## config.mk

```make
export PLATFORM = sky130hd
export DESIGN_NAME = if_fetch_unit_flat
export DESIGN_NICKNAME = d
export VERILOG_FILES = /design/src/rtl/if_fetch_unit_if.sv /design/src/rtl/if_fetch_unit.sv /design/src/flat_wrapper.sv
export SDC_FILE = /design/constraint.sdc
export NUM_CORES = 1
export LEC_CHECK = 0
export BUFFER_PORTS_ARGS = -buffer_cell sky130_fd_sc_hd__buf_2
export CORE_ASPECT_RATIO = 1.5
export CORE_MARGIN = 1
export CORE_UTILIZATION = 35
export CTS_CLUSTER_DIAMETER = 100
export DETAILED_ROUTE_END_ITERATION = 10
export GPL_ROUTABILITY_DRIVEN = 0
export SYNTH_ARGS = -nofsm -noshare
export SYNTH_HDL_FRONTEND = slang
export SYNTH_SLANG_ARGS = --single-unit
```

## constraint.sdc

```tcl
create_clock -name clk -period 11.6 [get_ports clk]
set_clock_uncertainty 0.15 [all_clocks]
set_input_delay 0.58 -clock clk [delete_from_list [all_inputs] [get_ports clk]]
set_output_delay 0.58 -clock clk [all_outputs]
set_load 0.01 [all_outputs]
```

## src/rtl/if_fetch_unit_if.sv

```systemverilog
// if_fetch_unit_if: instruction-memory, redirect and decode-side signals of the fetch stage.
interface if_fetch_unit_if #(parameter int ADDR_W = 11);
  logic              imem_en;
  logic [ADDR_W-1:0] imem_addr;
  logic [31:0]       imem_rdata;
  logic              redirect_valid;
  logic [31:0]       redirect_pc;
  logic              out_valid;
  logic              out_ready;
  logic [31:0]       out_inst;
  logic [31:0]       out_pc;
  modport master (
    output imem_en, imem_addr, out_valid, out_inst, out_pc,
    input  imem_rdata, redirect_valid, redirect_pc, out_ready
  );
  modport slave (
    input  imem_en, imem_addr, out_valid, out_inst, out_pc,
    output imem_rdata, redirect_valid, redirect_pc, out_ready
  );
endinterface

```

## src/rtl/if_fetch_unit.sv

```systemverilog
// if_fetch_unit: sequential-PC fetch with one-cycle memory, fetch queue and redirect flush.
// Define IF_BUBBLE_CNT_EN to add the perf_bubbles counter port.
module if_fetch_unit #(
  parameter logic [31:0] RESET_PC = 32'h0000_0000,
  parameter int          ADDR_W   = 11,
  parameter int          DEPTH    = 2
) (
  input logic clk,
  input logic rst,
  if_fetch_unit_if.master bus
`ifdef IF_BUBBLE_CNT_EN
  ,
  output logic [31:0] perf_bubbles
`endif
);
  localparam int AW = $clog2(DEPTH);
  localparam int CW = AW + 1;
  logic [31:0]   pc, pending_pc;
  logic          pending;
  logic [CW-1:0] count;
  logic [AW-1:0] head, tail;
  logic [31:0]   inst_q [DEPTH];
  logic [31:0]   pc_q   [DEPTH];
  logic          issue, push, pop, valid;
  // count + pending never exceeds DEPTH, so it fits in CW bits
  always_comb begin
    valid = !rst && count != '0;
    issue = !rst && !bus.redirect_valid && (count + CW'(pending) < CW'(DEPTH));
    push = pending && !bus.redirect_valid;
    pop = valid && bus.out_ready;
    bus.imem_en = issue;
    bus.imem_addr = pc[ADDR_W+1:2];
    bus.out_valid = valid;
    bus.out_inst = rst ? '0 : inst_q[head];
    bus.out_pc = rst ? '0 : pc_q[head];
  end
  always_ff @(posedge clk) begin
    if (rst) begin
      pc <= RESET_PC;
      pending <= 1'b0;
      pending_pc <= '0;
      count <= '0;
      head <= '0;
      tail <= '0;
      for (int i = 0; i < DEPTH; i++) begin
        inst_q[i] <= '0;
        pc_q[i] <= '0;
      end
    end else if (bus.redirect_valid) begin
      pc <= {bus.redirect_pc[31:2], 2'b00};
      pending <= 1'b0;
      count <= '0;
      head <= '0;
      tail <= '0;
    end else begin
      pending <= issue;
      if (issue) begin
        pending_pc <= pc;
        pc <= pc + 32'd4;
      end
      if (push) begin
        inst_q[tail] <= bus.imem_rdata;
        pc_q[tail] <= pending_pc;
        tail <= tail + AW'(1);
      end
      if (pop) head <= head + AW'(1);
      count <= count + CW'(push) - CW'(pop);
    end
  end
`ifdef IF_BUBBLE_CNT_EN
  always_ff @(posedge clk) begin
    if (rst) perf_bubbles <= '0;
    else if (bus.out_ready && !valid) perf_bubbles <= perf_bubbles + 32'd1;
  end
`endif
endmodule

```

## src/flat_wrapper.sv

```systemverilog
// flat-port wrapper written by rule: the top's interface ports become plain ports
module if_fetch_unit_flat 
#(
  parameter logic [31:0] RESET_PC = 32'h0000_0000,
  parameter int          ADDR_W   = 11,
  parameter int          DEPTH    = 2
)
  (clk, rst, bus_imem_en, bus_imem_addr, bus_out_valid, bus_out_inst, bus_out_pc, bus_imem_rdata, bus_redirect_valid, bus_redirect_pc, bus_out_ready);
  if_fetch_unit_if #(.ADDR_W(ADDR_W)) bus_i ();
  input logic clk;
  input logic rst;
  output wire logic [$bits(bus_i.imem_en)-1:0] bus_imem_en;
  output wire logic [$bits(bus_i.imem_addr)-1:0] bus_imem_addr;
  output wire logic [$bits(bus_i.out_valid)-1:0] bus_out_valid;
  output wire logic [$bits(bus_i.out_inst)-1:0] bus_out_inst;
  output wire logic [$bits(bus_i.out_pc)-1:0] bus_out_pc;
  input wire logic [$bits(bus_i.imem_rdata)-1:0] bus_imem_rdata;
  input wire logic [$bits(bus_i.redirect_valid)-1:0] bus_redirect_valid;
  input wire logic [$bits(bus_i.redirect_pc)-1:0] bus_redirect_pc;
  input wire logic [$bits(bus_i.out_ready)-1:0] bus_out_ready;
  assign bus_imem_en = bus_i.imem_en;
  assign bus_imem_addr = bus_i.imem_addr;
  assign bus_out_valid = bus_i.out_valid;
  assign bus_out_inst = bus_i.out_inst;
  assign bus_out_pc = bus_i.out_pc;
  assign bus_i.imem_rdata = bus_imem_rdata;
  assign bus_i.redirect_valid = bus_redirect_valid;
  assign bus_i.redirect_pc = bus_redirect_pc;
  assign bus_i.out_ready = bus_out_ready;
  if_fetch_unit #(.RESET_PC(RESET_PC), .ADDR_W(ADDR_W), .DEPTH(DEPTH)) u_core (.clk(clk), .rst(rst), .bus(bus_i));
endmodule
```

==> summary.txt <==
Status -> finished, final reports clean
Final hold vios -> 0
CTS tree -> done
Post-DP Area -> 9650 sq um
MaxCap Viol Count -> 0
Vias in the first global route -> 6155
Cell taking the most area after synthesis -> edfxtp_1
Crit end category -> output port
Average via count per standard cell -> 4.96
Cell area after synthesis -> 8750 sq um
Post-route cell area -> 10200 sq um
Critical R2R Capture -> u_core.pc[21]
CP top delay family -> buffers and inverters
Synth top area share -> 42.6%
Slew headroom -> 24.8%
Die Span X -> 131 um
Beginning of the worst hold path -> bus_redirect_pc[26]
DR DRC count -> 0
Routed wire per std cell -> 16.0 um
Global routing met2 resource utilization -> 29.3%
Row count -> 70
Yosys reg bits -> 190
Clk sinks -> 190
Met1 Resource Use GR -> 18.9%
Critical-path cell list -> buf_4 > nor2_1 > nand3_1 > buf_4 > clkinv_1 > buf_2
GR peak layer -> met2
WP depth -> 6
Worst hold stages -> 3
Global route total overflow -> 0
Slack of the worst reg-to-reg path -> 8800 ps
Wire length of the first global-routing pass -> 31700 um
Main synth FF type -> edfxtp_1
Final min period -> 3130 ps
Hold Buf Count CTS -> 0
CTS resizes -> 0
Startpoint types -> primary input
WS Path Type -> primary input to output port
VDD IR-drop max -> 103 uV
Fillers -> 2405
Yosys warning count -> 0
Ant. Diodes -> 0
CP Buf/Inv Count -> 4
Max Slew Vio Count -> 0
Port bufs -> 140
Non-filler cells, final -> 1252
Post-synth ARST share -> 0%
Max Clk Rate -> 319 MHz
Iter 0 DRT Violations -> 356
CTS clock-pin slew for the worst setup and hold paths -> 80 ps
Avg Cell Area, Syn -> 10.8 sq um
Via count -> 6204
CTS root buffer -> clkbuf_16
Worst Hold Path EP -> u_core.pc[26]
Setup violators final -> 0
Worst Path Max Fanout -> 80
Initial antenna violation count -> 0
Synth area leaders -> edfxtp_1 (43%), dfxtp_1 (15%), and2_1 (9.3%)
Clock Latency Late Sink -> 440 ps
Top cell by count, worst path -> buf_4
Post-layout net count -> 986
RSZ-0062 raised after global routing -> false
Die H -> 196 um
Drt pass-1 iters -> 4
Largest net degree at the start of global routing -> 81
Initial Utilization -> 35.8%
Most common cell in the netlist -> and2_1
Layout cells sized above 1 -> 20.6%
Final HPWL DP -> 12300 um
Highest-delay cell along the critical path -> buf_4
Worst Tran Pin Value -> 1130 ps
Reg2reg path depth -> 4
Critical Path RT -> 10870 ps
Core ar. -> 24400 sq um
Tcrit/Tclk final -> 27.0%
Pwr Density -> 142 nW/um^2
Most frequent cells after synthesis -> and2_1 (130), edfxtp_1 (124), nor2_1 (90)
Post-Syn Instances -> 813
Post-synth EDFFs -> 124
Hold WC Path Type -> primary input to flop
CTS buffer count -> 17
Total Routing Usage GR -> 16.4%
Pleak -> 3.84 nW
Deepest clock path buffer count -> 2
Placed Cells incl. Taps -> 1220
DRT antenna net count -> 0
Post-Route WL -> 20000 um
Post-CTS Setup Repair Bufs -> 0
Cell variety after synth -> 53
Origin of the critical flop-to-flop path -> u_core.pc[6]
Setup_tns -> 0 ps
I/O pin cnt -> 145
Final core occ -> 41.9%
Met3 usage -> 2.79%
Full die area -> 25600 sq um
Area Growth Syn to Fin -> 16.9%
Sequential element share of the synthesized area -> 57.7%
H-Tree Level Count -> 4
Worst Path Arrival -> 2400 ps
Largest stage delay, worst path -> 650 ps
==> metal layers <==
| metal | share of wire [%] | wire [um] |
|---|---|---|
| met4 | 2.2 | 445 |
| met5 | 0 | 0 |
| met1 | 43 | 8540 |
| met3 | 3.7 | 744 |
| met2 | 51 | 10300 |
==> logic make-up after synthesis <==
kind of cell	Yosys count	synth area share [%]
and+or+nand+nor	373	22.2
DFF	190	57.7
muxes	62	7.09
xor gates and xnor gates	12	1.20
buffers and inverters	78	3.93
other	1	0.0429
adders and majority gates	3	0.429
AOI/OAI and AO/OA	94	7.41
==> layout make-up <==
type                            instances  area (sq um)  area share [%]
Tap cell                              324           405            3.96
Inverter                               12          45.0           0.440
Clock inverter                         14           151            1.48
Multi-Input combinational cell        546          3390            33.1
Timing Repair Buffer                  148           763            7.46
Sequential cell                       190          5050            49.4
Clock buffer                           18           429            4.20
==> sequential cells by signal, summed over array words and instances (netlist names), named ones only <==
name,flops
u_core.count,2
u_core.pending_pc,30
u_core.pending,1
u_core.pc,30
u_core.pc_q,60
u_core.inst_q,64
u_core.tail,1
u_core.head,1
==> how the worst max path moves through the flow <==
stage                                      end          startpoint
after floorplan            u_core.inst_q[0][0]  bus_redirect_valid
after global placement    u_core.inst_q[1][25]  bus_redirect_valid
after detailed placement   u_core.inst_q[1][8]  bus_redirect_valid
after CTS                          bus_imem_en                 rst
after global routing               bus_imem_en                 rst
final                              bus_imem_en                 rst
==> where the power goes <==
part | switching (mW) | total [mW] | internal (mW)
sequential | 0.0218 | 0.772 | 0.750
combinational | 0.0623 | 0.101 | 0.0386
clock | 0.273 | 0.579 | 0.305
total | 0.357 | 1.45 | 1.09
==> placed cells by master (no fill, tap or decap), drive strengths merged, types with 12 or more instances in the layout <==
cell      n
dfxtp    66
nand2    76
mux2i    62
buf     148
a21oi    33
inv      19
nand3    15
and2    130
edfxtp  124
clkbuf   18
nand4    12
or4      15
nor2     90
==> stage by stage <==
step | hold slack, ps | worst slack (ps) | power, mW
finish | 234 | 8470 | 1.45
detailed placement | 304 | 8180 | 0.890
global route | 234 | 8200 | 1.51
floorplan | 290 | 7260 | 0.846
CTS | 213 | 8400 | 1.46
global placement | 297 | 8220 | 0.888
==> worst reg2reg max path: stages, from the launching register on <==
cell,delay (ps)
dfxtp_1,560
and4_1,280
nand4_1,720
or4_1,750
a311oi_1,250
No activity file was read; power rests on OpenSTA's default activity.
